<file path="config.mk">
export PLATFORM = sky130hd
export DESIGN_NAME = lcd_bus_sequencer
export DESIGN_NICKNAME = d
export VERILOG_FILES = /design/src/rtl/lcd_pkg.sv /design/src/rtl/lcd_cycle_timer.sv /design/src/rtl/lcd_bus_sequencer.sv
export SDC_FILE = /design/constraint.sdc
export NUM_CORES = 1
export LEC_CHECK = 0
export ABC_AREA = 0
export CAP_MARGIN = 0
export CORE_MARGIN = 2
export CORE_UTILIZATION = 55
export CTS_CLUSTER_DIAMETER = 120
export DETAILED_ROUTE_END_ITERATION = 12
export GPL_ROUTABILITY_DRIVEN = 0
export HOLD_SLACK_MARGIN = 0.08
export PLACE_DENSITY = 0.8
export SLEW_MARGIN = 20
export SYNTH_ARGS = -nofsm -noshare
export SYNTH_HDL_FRONTEND = slang
export SYNTH_SLANG_ARGS = --single-unit
</file>
<file path="constraint.sdc">
create_clock -name CLK -period 2.6 [get_ports CLK]
set_input_delay 0.52 -clock CLK [delete_from_list [all_inputs] [get_ports CLK]]
set_output_delay 0.52 -clock CLK [all_outputs]
set_load 0.005 [all_outputs]
</file>
<file path="src/rtl/lcd_pkg.sv">
// Shared types and elaboration-time helpers for the HD44780-style LCD bus sequencer.
// Phase lengths are computed once here so every sequencer instance agrees on them.
package lcd_pkg;

   typedef enum logic [2:0] {
      IDLE,
      SETUP,
      E_HIGH,
      HOLD,
      DELAY
   } lcd_state_e;

   // Whole cycles per microsecond times the phase length, never shorter than one cycle.
   function automatic int cycles_from_us(input longint freq_hz, input int us);
      longint c;
      c = (freq_hz / 64'd1000000) * us;
      return (c < 1) ? 1 : int'(c);
   endfunction

   function automatic bit bus_width_ok(input int w);
      return (w == 4) || (w == 8);
   endfunction

   function automatic int max3(input int a, input int b, input int c);
      int m;
      m = (a > b) ? a : b;
      return (m > c) ? m : c;
   endfunction

endpackage

</file>
<file path="src/rtl/lcd_cycle_timer.sv">
// Loadable down-counter shared by every sequencer phase.
// start loads the number of remaining cycles minus one; expired is high once it reaches zero.
module lcd_cycle_timer #(
   parameter int W = 8
) (
   input  logic         CLK,
   input  logic         RST,
   input  logic         start,
   input  logic [W-1:0] load_val,
   output logic         expired
);

   logic [W-1:0] cnt;

   always_ff @(posedge CLK or posedge RST) begin
      if (RST) begin
         cnt <= '0;
      end else if (start) begin
         cnt <= load_val;
      end else if (cnt != '0) begin
         cnt <= cnt - 1'b1;
      end
   end

   assign expired = (cnt == '0);

endmodule

</file>
<file path="src/rtl/lcd_bus_sequencer.sv">
// HD44780 bus driver: one command byte per handshake, 4- or 8-bit bus, clock-derived
// setup / E-high / hold timing followed by a per-command post-delay.
module lcd_bus_sequencer
   import lcd_pkg::*;
#(
   parameter int CLK_FREQ_HZ = 50000000,
   parameter int BUS_WIDTH   = 4,
   parameter int SETUP_US    = 1,
   parameter int E_HIGH_US   = 3,
   parameter int HOLD_US     = 1,
   parameter int DELAY_W     = 21
) (
   input  logic                 CLK,
   input  logic                 RST,
   input  logic                 cmd_valid,
   output logic                 cmd_ready,
   input  logic                 cmd_rs,
   input  logic [7:0]           cmd_data,
   input  logic                 cmd_nibble_only,
   input  logic [DELAY_W-1:0]   cmd_delay,
   output logic [BUS_WIDTH-1:0] LCD_D,
   output logic                 LCD_RS,
   output logic                 LCD_RW,
   output logic                 LCD_E,
   output logic                 cmd_done,
   output logic                 busy
);

   localparam int SETUP_CYC = cycles_from_us(CLK_FREQ_HZ, SETUP_US);
   localparam int E_CYC     = cycles_from_us(CLK_FREQ_HZ, E_HIGH_US);
   localparam int HOLD_CYC  = cycles_from_us(CLK_FREQ_HZ, HOLD_US);
   localparam int CNT_W     = $clog2(max3(max3(SETUP_CYC, E_CYC, HOLD_CYC), 2**DELAY_W, 2));

   generate
      if (!bus_width_ok(BUS_WIDTH)) begin : g_bad_width
         $error("lcd_bus_sequencer: BUS_WIDTH must be 4 or 8");
      end
   endgenerate

   lcd_state_e           state, state_n;
   logic [BUS_WIDTH-1:0] lcd_d_n;
   logic                 lcd_rs_n, lcd_e_n, done_n;
   logic [3:0]           cap_lo, cap_lo_n;
   logic                 lo_pend, lo_pend_n;
   logic [DELAY_W-1:0]   cap_delay, cap_delay_n;
   logic                 tmr_start, tmr_exp;
   logic [CNT_W-1:0]     tmr_val;

   lcd_cycle_timer #(.W(CNT_W)) u_timer (
      .CLK      (CLK),
      .RST      (RST),
      .start    (tmr_start),
      .load_val (tmr_val),
      .expired  (tmr_exp)
   );

   assign cmd_ready = (state == IDLE) && !RST;
   assign busy      = (state != IDLE);
   assign LCD_RW    = 1'b0;

   always_comb begin
      state_n     = state;
      lcd_d_n     = LCD_D;
      lcd_rs_n    = LCD_RS;
      lcd_e_n     = LCD_E;
      done_n      = 1'b0;
      cap_lo_n    = cap_lo;
      lo_pend_n   = lo_pend;
      cap_delay_n = cap_delay;
      tmr_start   = 1'b0;
      tmr_val     = '0;
      case (state)
         IDLE: begin
            if (cmd_valid && cmd_ready) begin
               // 4-bit bus takes the upper nibble first; 8-bit takes the whole byte
               lcd_d_n     = BUS_WIDTH'(cmd_data >> (8 - BUS_WIDTH));
               lcd_rs_n    = cmd_rs;
               cap_lo_n    = cmd_data[3:0];
               lo_pend_n   = (BUS_WIDTH == 4) && !cmd_nibble_only;
               cap_delay_n = cmd_delay;
               tmr_start   = 1'b1;
               tmr_val     = CNT_W'(SETUP_CYC - 1);
               state_n     = SETUP;
            end
         end
         SETUP: begin
            if (tmr_exp) begin
               lcd_e_n   = 1'b1;
               tmr_start = 1'b1;
               tmr_val   = CNT_W'(E_CYC - 1);
               state_n   = E_HIGH;
            end
         end
         E_HIGH: begin
            if (tmr_exp) begin
               lcd_e_n   = 1'b0;
               tmr_start = 1'b1;
               tmr_val   = CNT_W'(HOLD_CYC - 1);
               state_n   = HOLD;
            end
         end
         HOLD: begin
            if (tmr_exp) begin
               if (lo_pend) begin
                  lcd_d_n   = BUS_WIDTH'(cap_lo);
                  lo_pend_n = 1'b0;
                  tmr_start = 1'b1;
                  tmr_val   = CNT_W'(SETUP_CYC - 1);
                  state_n   = SETUP;
               end else begin
                  lcd_d_n  = '0;
                  lcd_rs_n = 1'b0;
                  // A zero delay contributes no cycles, so completion lands on this edge
                  if (cap_delay == '0) begin
                     done_n  = 1'b1;
                     state_n = IDLE;
                  end else begin
                     tmr_start = 1'b1;
                     tmr_val   = CNT_W'(cap_delay - 1'b1);
                     state_n   = DELAY;
                  end
               end
            end
         end
         DELAY: begin
            if (tmr_exp) begin
               done_n  = 1'b1;
               state_n = IDLE;
            end
         end
         default: state_n = IDLE;
      endcase
   end

   always_ff @(posedge CLK or posedge RST) begin
      if (RST) begin
         state     <= IDLE;
         LCD_D     <= '0;
         LCD_RS    <= 1'b0;
         LCD_E     <= 1'b0;
         cmd_done  <= 1'b0;
         cap_lo    <= '0;
         lo_pend   <= 1'b0;
         cap_delay <= '0;
      end else begin
         state     <= state_n;
         LCD_D     <= lcd_d_n;
         LCD_RS    <= lcd_rs_n;
         LCD_E     <= lcd_e_n;
         cmd_done  <= done_n;
         cap_lo    <= cap_lo_n;
         lo_pend   <= lo_pend_n;
         cap_delay <= cap_delay_n;
      end
   end

endmodule

</file>
Word level (Yosys, flattened, before mapping)

Index checks and enable logic that the tools add are counted.

Output and inout bits: 10
Input bits: 34
Word-level logic and storage cells: 79
Register bits after elaboration: 57

$add $sub $neg: 2
Eq/ne operators: 10
Reductions and logical operators: 18
Multiplexer cells: 40

Operator list:

| kind                                                 | count |
|---|---|
| two-way mux 21 bit                                   | 5 |
| one-hot mux 21 bit (4 select lines)                  | 1 |
| zero test 21 bit                                     | 2 |
| subtractor 21 x 1 -> 21 bit (second input constant)  | 2 |
| two-way mux 3 bit                                    | 7 |
| nonzero test 21 bit                                  | 1 |
| one-hot mux 3 bit (5 select lines)                   | 1 |
| two-way mux 1 bit                                    | 14 |
| two-way mux 4 bit                                    | 3 |
| two-way mux 6 bit                                    | 2 |
| != test 2 bit (second input constant)                | 5 |
| two-way mux 8 bit                                    | 1 |
| one-hot mux 1 bit (2 select lines)                   | 4 |
| one-hot mux 4 bit (2 select lines)                   | 1 |
| equality test 3 x 2 -> 1 bit (second input constant) | 2 |
| AND reduction 3 bit                                  | 2 |
| nonzero test 2 bit                                   | 3 |
| AND reduction 5 bit                                  | 1 |
| AND reduction 4 bit                                  | 1 |
| equality test 3 x 1 -> 1 bit (second input constant) | 1 |
| equality test 3 bit (second input constant)          | 1 |
| zero test 3 bit                                      | 1 |
| one-hot mux 1 bit (3 select lines)                   | 1 |
| nonzero test 3 bit                                   | 1 |
| other kinds (5)                                      | 7 |

Longest topological paths before layout

Word-level depth: 6
Gate-level depth with buffers: 9
Mapped depth without buffers: 7

Cells and area by module

From an unflattened synthesis, not the netlist that was laid out.

Cells, all modules: 351
Area, all modules: 3,344.5 sq um

Modules (own cells, without submodules):

| module            | cells each | instances | area an instance (sq um) |
|---|---|---|---|
| lcd_bus_sequencer | 220        | 1         | 2,077.0 |
| lcd_cycle_timer   | 131        | 1         | 1,267.5 |

Worst setup path before layout

No wires, ideal clock.

Path kind: register -> register
From: reg cap_delay[4]
To: reg u_timer.cnt[4]
Clock period less this slack: 2,154 ps
Arrival time: 2,029 ps
Slack: 446 ps
Stages on the path, launching flop included: 7
Path buffers: 1
Cell sequence: dfrtp_1 buf_6 nor4_1 nand4_1 a211oi_2 o21a_1 mux2_2

Longest elaborated chain between the ends: 6
Elaborated cells on any way between the ends: 12
Those cells by class: add/sub: 1; mux: 9; reduce/logical: 2

RTL lines:

| item                                                                                             | RTL line                                           | text |
|---|---|---|
| start, declared                                                                                  | lcd_bus_sequencer.sv:45                            | `logic [DELAY_W-1:0] cap_delay, cap_delay_n;` |
| start signal, assigned                                                                           | lcd_bus_sequencer.sv:153                           | `cap_delay <= cap_delay_n;` |
| subtractor 21 x 1 -> 21 bit / zero test 21 bit (equally long branches)                           | lcd_bus_sequencer.sv:119, lcd_bus_sequencer.sv:114 |  |
| two-way mux 21 bit / two-way mux 1 bit (equally long branches)                                   | lcd_bus_sequencer.sv:114                           | `if (cap_delay == '0) begin` |
| two-way mux 21 bit / two-way mux 1 bit (equally long branches)                                   | lcd_bus_sequencer.sv:104                           | `if (lo_pend) begin` |
| two-way mux 21 bit / two-way mux 1 bit (equally long branches)                                   | lcd_bus_sequencer.sv:103                           | `if (tmr_exp) begin` |
| one-hot mux 21 bit (4 select lines) / one-hot mux 1 bit (3 select lines) (equally long branches) | lcd_bus_sequencer.sv:72                            | `case (state)` |
| two-way mux 21 bit / nonzero test 2 bit (equally long branches)                                  | --                                                 |  |
| end signal, assigned                                                                             | lcd_cycle_timer.sv:19                              | `cnt <= load_val;` |
| end signal, assigned                                                                             | lcd_cycle_timer.sv:21                              | `cnt <= cnt - 1'b1;` |
| end, declared                                                                                    | lcd_cycle_timer.sv:13                              | `logic [W-1:0] cnt;` |

Several ways; a longest one is shown, not always the timed one.
A chain may end at the register's enable or synchronous reset.

Final worst setup path

From: reg state[1]
To: out cmd_ready

Longest elaborated chain between the ends: 2

RTL lines:

| item                   | RTL line                 | text |
|---|---|---|
| start, declared        | lcd_bus_sequencer.sv:40  | `lcd_state_e state, state_n;` |
| start signal, assigned | lcd_bus_sequencer.sv:146 | `state <= state_n;` |
| zero test 3 bit        | lcd_bus_sequencer.sv:57  | `assign cmd_ready = (state == IDLE) && !RST;` |
| logical AND 1 bit      | lcd_bus_sequencer.sv:57  |  |
| end, declared          | lcd_bus_sequencer.sv:16  | `output logic cmd_ready,` |

Every way passes these cells.

==> run_results.csv <==
group,metric,value,unit
synth,yosysMostFrequentCell,"nand2_1",
floorplanning,rows,28,
synth,ys.flop_type,"dfrtp_1",
synth,synth_area_leaders,"dfrtp_1, nand2_1, xnor2_1",
power,p_switching,667,uW
timing,relSlewSlack,57.9,%
setup_path,critPathMaxStageDelay,580,ps
global_route,overflow,0,
layout,insertedDiodeCount,0,
clocking,numCtsBuffers,9,
setup_path,arrival,1890,ps
setup_path,startpoint_type,"register",
setup_path,r2r_setup_slack,210,ps
drt,drt-pass1-iter-count,4,
setup_path,timing.rr.start,"cap_delay[14]$_DFFE_PP0P_",
setup_path,rr_endpoint,"u_timer.cnt[4]$_DFFE_PP0P_",
synth,yosys_warnings,0,
floorplanning,die_h,81.4,um
timing,hold_violations,0,
power,intPower,1.62,mW
setup_path,cp_max_fo,12,
drt,ant_nets,0,
clocking,postCtsSetupRepairBufs,0,
worst_hold_path,hold_depth,2,
drt,wl_per_cell,15.8,um
setup_path,worstPathRequired,2080,ps
drt,drt_iter0_drc,285,
power,peakVddDrop,0.341,mV
synth,synth_cell_types,60,
synth,synth_seq_area_share,43.3,%
floorplanning,dieArea,0.00663,mm^2
power,power_density,571,mW/mm^2
clocking,holdBufCountCts,0,
setup_path,crit_type,"reg2out",
setup_path,cp_top_family,"buffers and inverters",
global_route,grt_busiest_layer,"met2",
synth,syn_inst,374,
setup_path,reg2reg_depth,5,
setup_path,critPathBufInv,1,
timing,tightestPinTransition,631,ps
synth,synth_edf_count,0,
clocking,clockBufferDepth,2,
layout,syn_to_final_growth,21.7,%
global_route,met3_usage,4.40,%
global_route,antenna_found_initial,0,
clocking,worstSkewPairLatency,330,ps
global_route,met2_usage,41.6,%
global_route,grt_pass1_vias,2735,
layout,finalNetCount,460,
timing,finalSetupViolCount,0,
layout,drive_above_1_share,11.7,%
floorplanning,ios,44,
power,power_frac_seq,49.1,%
synth,synth_fp_nets,412,
drt,drc,0,
timing,fin_skew,10.0,ps
layout,fin_cells,502,
synth,post-synth-top-area-cell,"dfrtp_1",
global_route,track_usage,26.1,%
synth,syn_avg_cell_area,8.82,um^2
worst_hold_path,worstHoldPathType,"reg2reg",
timing,rsz0062_at_grt,"false",
worst_hold_path,whs_endpoint,"cap_lo[2]$_DFFE_PP0P_",
clocking,htreeDepth,3,
power,swShare,29.1,%
global_route,met1_usage,35.9,%
floorplanning,floorplan.initialDensity,56.4,%
timing,timing.setup.tns,0,ps
synth,async_reset_ff_share,100,%
flow_run,maxCapViolCount,0,
clocking,cts_tree,"built",
synth,ys_ff_latch,57,
floorplanning,core,0.00585,mm^2
placement,port-buffer-count,42,
synth,synth_common_cells,"nand2_1, dfrtp_1, xnor2_1",
setup_path,path_cells,"nor4_2, clkdlybuf4s50_1",
status,outcome,"finished clean",
setup_path,cp_slowest_cell,"clkdlybuf4s50_1",
floorplanning,die_w,81.4,um
clocking,clock-sinks,57,
clocking,cts-resized-gates,0,
timing,maxSlewViolCount,0,
clocking,clk_pin_slew_worst_paths,70,ps
power,combPwrFrac,18.9,%
synth,synth_top_area_share,43.3,%
worst_hold_path,hold_start,"cap_lo[2]$_DFFE_PP0P_",
timing,finalCritPeriodShare,92.7,%
synth,syn-cell-area,0.00330,mm^2
placement,dp_hpwl,5.88,mm
global_route,grt_pass1_wl,13.2,mm
timing,fin_crit,2410,ps
timing,max_freq,415,MHz
power,power.leakage,1.72,nW
global_route,grt_start_max_net_pins,30,
drt,finalWirelength,7.92,mm
clocking,cts-root-buf,"clkbuf_8",
timing,holdWs,479,ps
power,power.clock.fraction,31.9,%
setup_path,endpoint_kind,"output port",
placement,placed_cells,486,
drt,via_count,2881,
drt,vias_per_cell,5.74,
==> worst reg2reg max path, delay by kind of cell (launching register included) <==
kind | cells | cell delay, ps
AOI/OAI and AO/OA | 3 | 900
and+or+nand+nor | 1 | 590
DFF | 1 | 440
muxes | 1 | 360
==> registers in the layout (all words and copies together) (netlist names) <==
signal	count
cap_delay	21
u_timer.cnt	21
LCD_D	4
cap_lo	4
state	3
LCD_E	1
LCD_RS	1
cmd_done	1
lo_pend	1
==> kinds of logic after synthesis <==
kind of cell,Yosys count,synth area share [%]
AOI/OAI and AO/OA,55,11.6
xor gates and xnor gates,35,9.30
adders and majority gates,4,1.52
buffers and inverters,26,3.83
DFF,57,43.3
muxes,6,2.01
other,1,0.114
and+or+nand+nor,190,28.4
==> power groups by stage <==
stage               combinational [mW]  sequential [mW]  clock [mW]
floorplan                        0.291             1.11           0
CTS                              0.435             1.13       0.745
detailed placement               0.431             1.14           0
global placement                 0.421             1.13           0
finish                           0.434             1.13       0.731
global route                     0.476             1.14       0.788
==> final cells by class <==
cell class                 count  area (um^2)
clock buffer                  13          159
clock inverter                 3         15.0
fill                         464         1840
inverter                       6         22.5
multi-input combinational    291         1750
sequential                    57         1430
tap                           75         93.8
timing repair buffer          57          546
==> cell usage in the layout (no fill, tap or decap), types with 2 or more instances in the layout <==
master,count
nand2_1,100
dfrtp_1,57
clkdlybuf4s50_1,42
xnor2_1,29
nor2_1,21
buf_4,14
nor4_1,12
clkbuf_8,11
nand3_1,10
nor3_1,9
o21ai_0,9
a31oi_1,8
a21oi_1,8
xor2_1,6
inv_1,5
o211ai_1,5
mux2_2,5
or3_1,5
nand4_1,4
or4_4,4
nand3b_1,4
o22ai_1,4
ha_1,4
o21a_1,3
nor3b_1,3
clkinv_2,3
nor4_2,2
nor2b_1,2
nor4b_1,2
a211oi_1,2
o31ai_1,2
clkbuf_1,2
==> how the worst max path moves through the flow <==
stage | end | startpoint | slack, ps | cells past startpoint
final | cmd_ready | state[1]$_DFFE_PP0P_ | 190 | 2
after global placement | cmd_ready | RST | 250 | 3
after global routing | cmd_ready | state[1]$_DFFE_PP0P_ | 80 | 2
after CTS | cmd_ready | state[1]$_DFFE_PP0P_ | 70 | 2
after floorplan | u_timer.cnt[4]$_DFFE_PP0P_ | cap_delay[4]$_DFFE_PP0P_ | 450 | 6
after detailed placement | cmd_ready | RST | 180 | 3
==> stage by stage <==
stage | util (%) | power (mW) | area [um^2] | worst slack (ps)
3_5_place_dp | 65.5 | 1.57 | 3830 | 178
3_3_place_gp | 65.5 | 1.55 | 3830 | 252
6_report | 68.6 | 2.29 | 4010 | 189
5_1_grt | 68.6 | 2.40 | 4010 | 77.9
4_1_cts | 68.5 | 2.31 | 4010 | 71.1
2_1_floorplan | - | 1.40 | 3300 | 446
==> routing by layer <==
layer  share of wire (%)  wire (um)
met5                   0          0
met4                 1.5        122
met3                 5.4        425
met2                  48       3800
met1                  45       3570
Note: power is estimated with default switching activity, not from simulation.
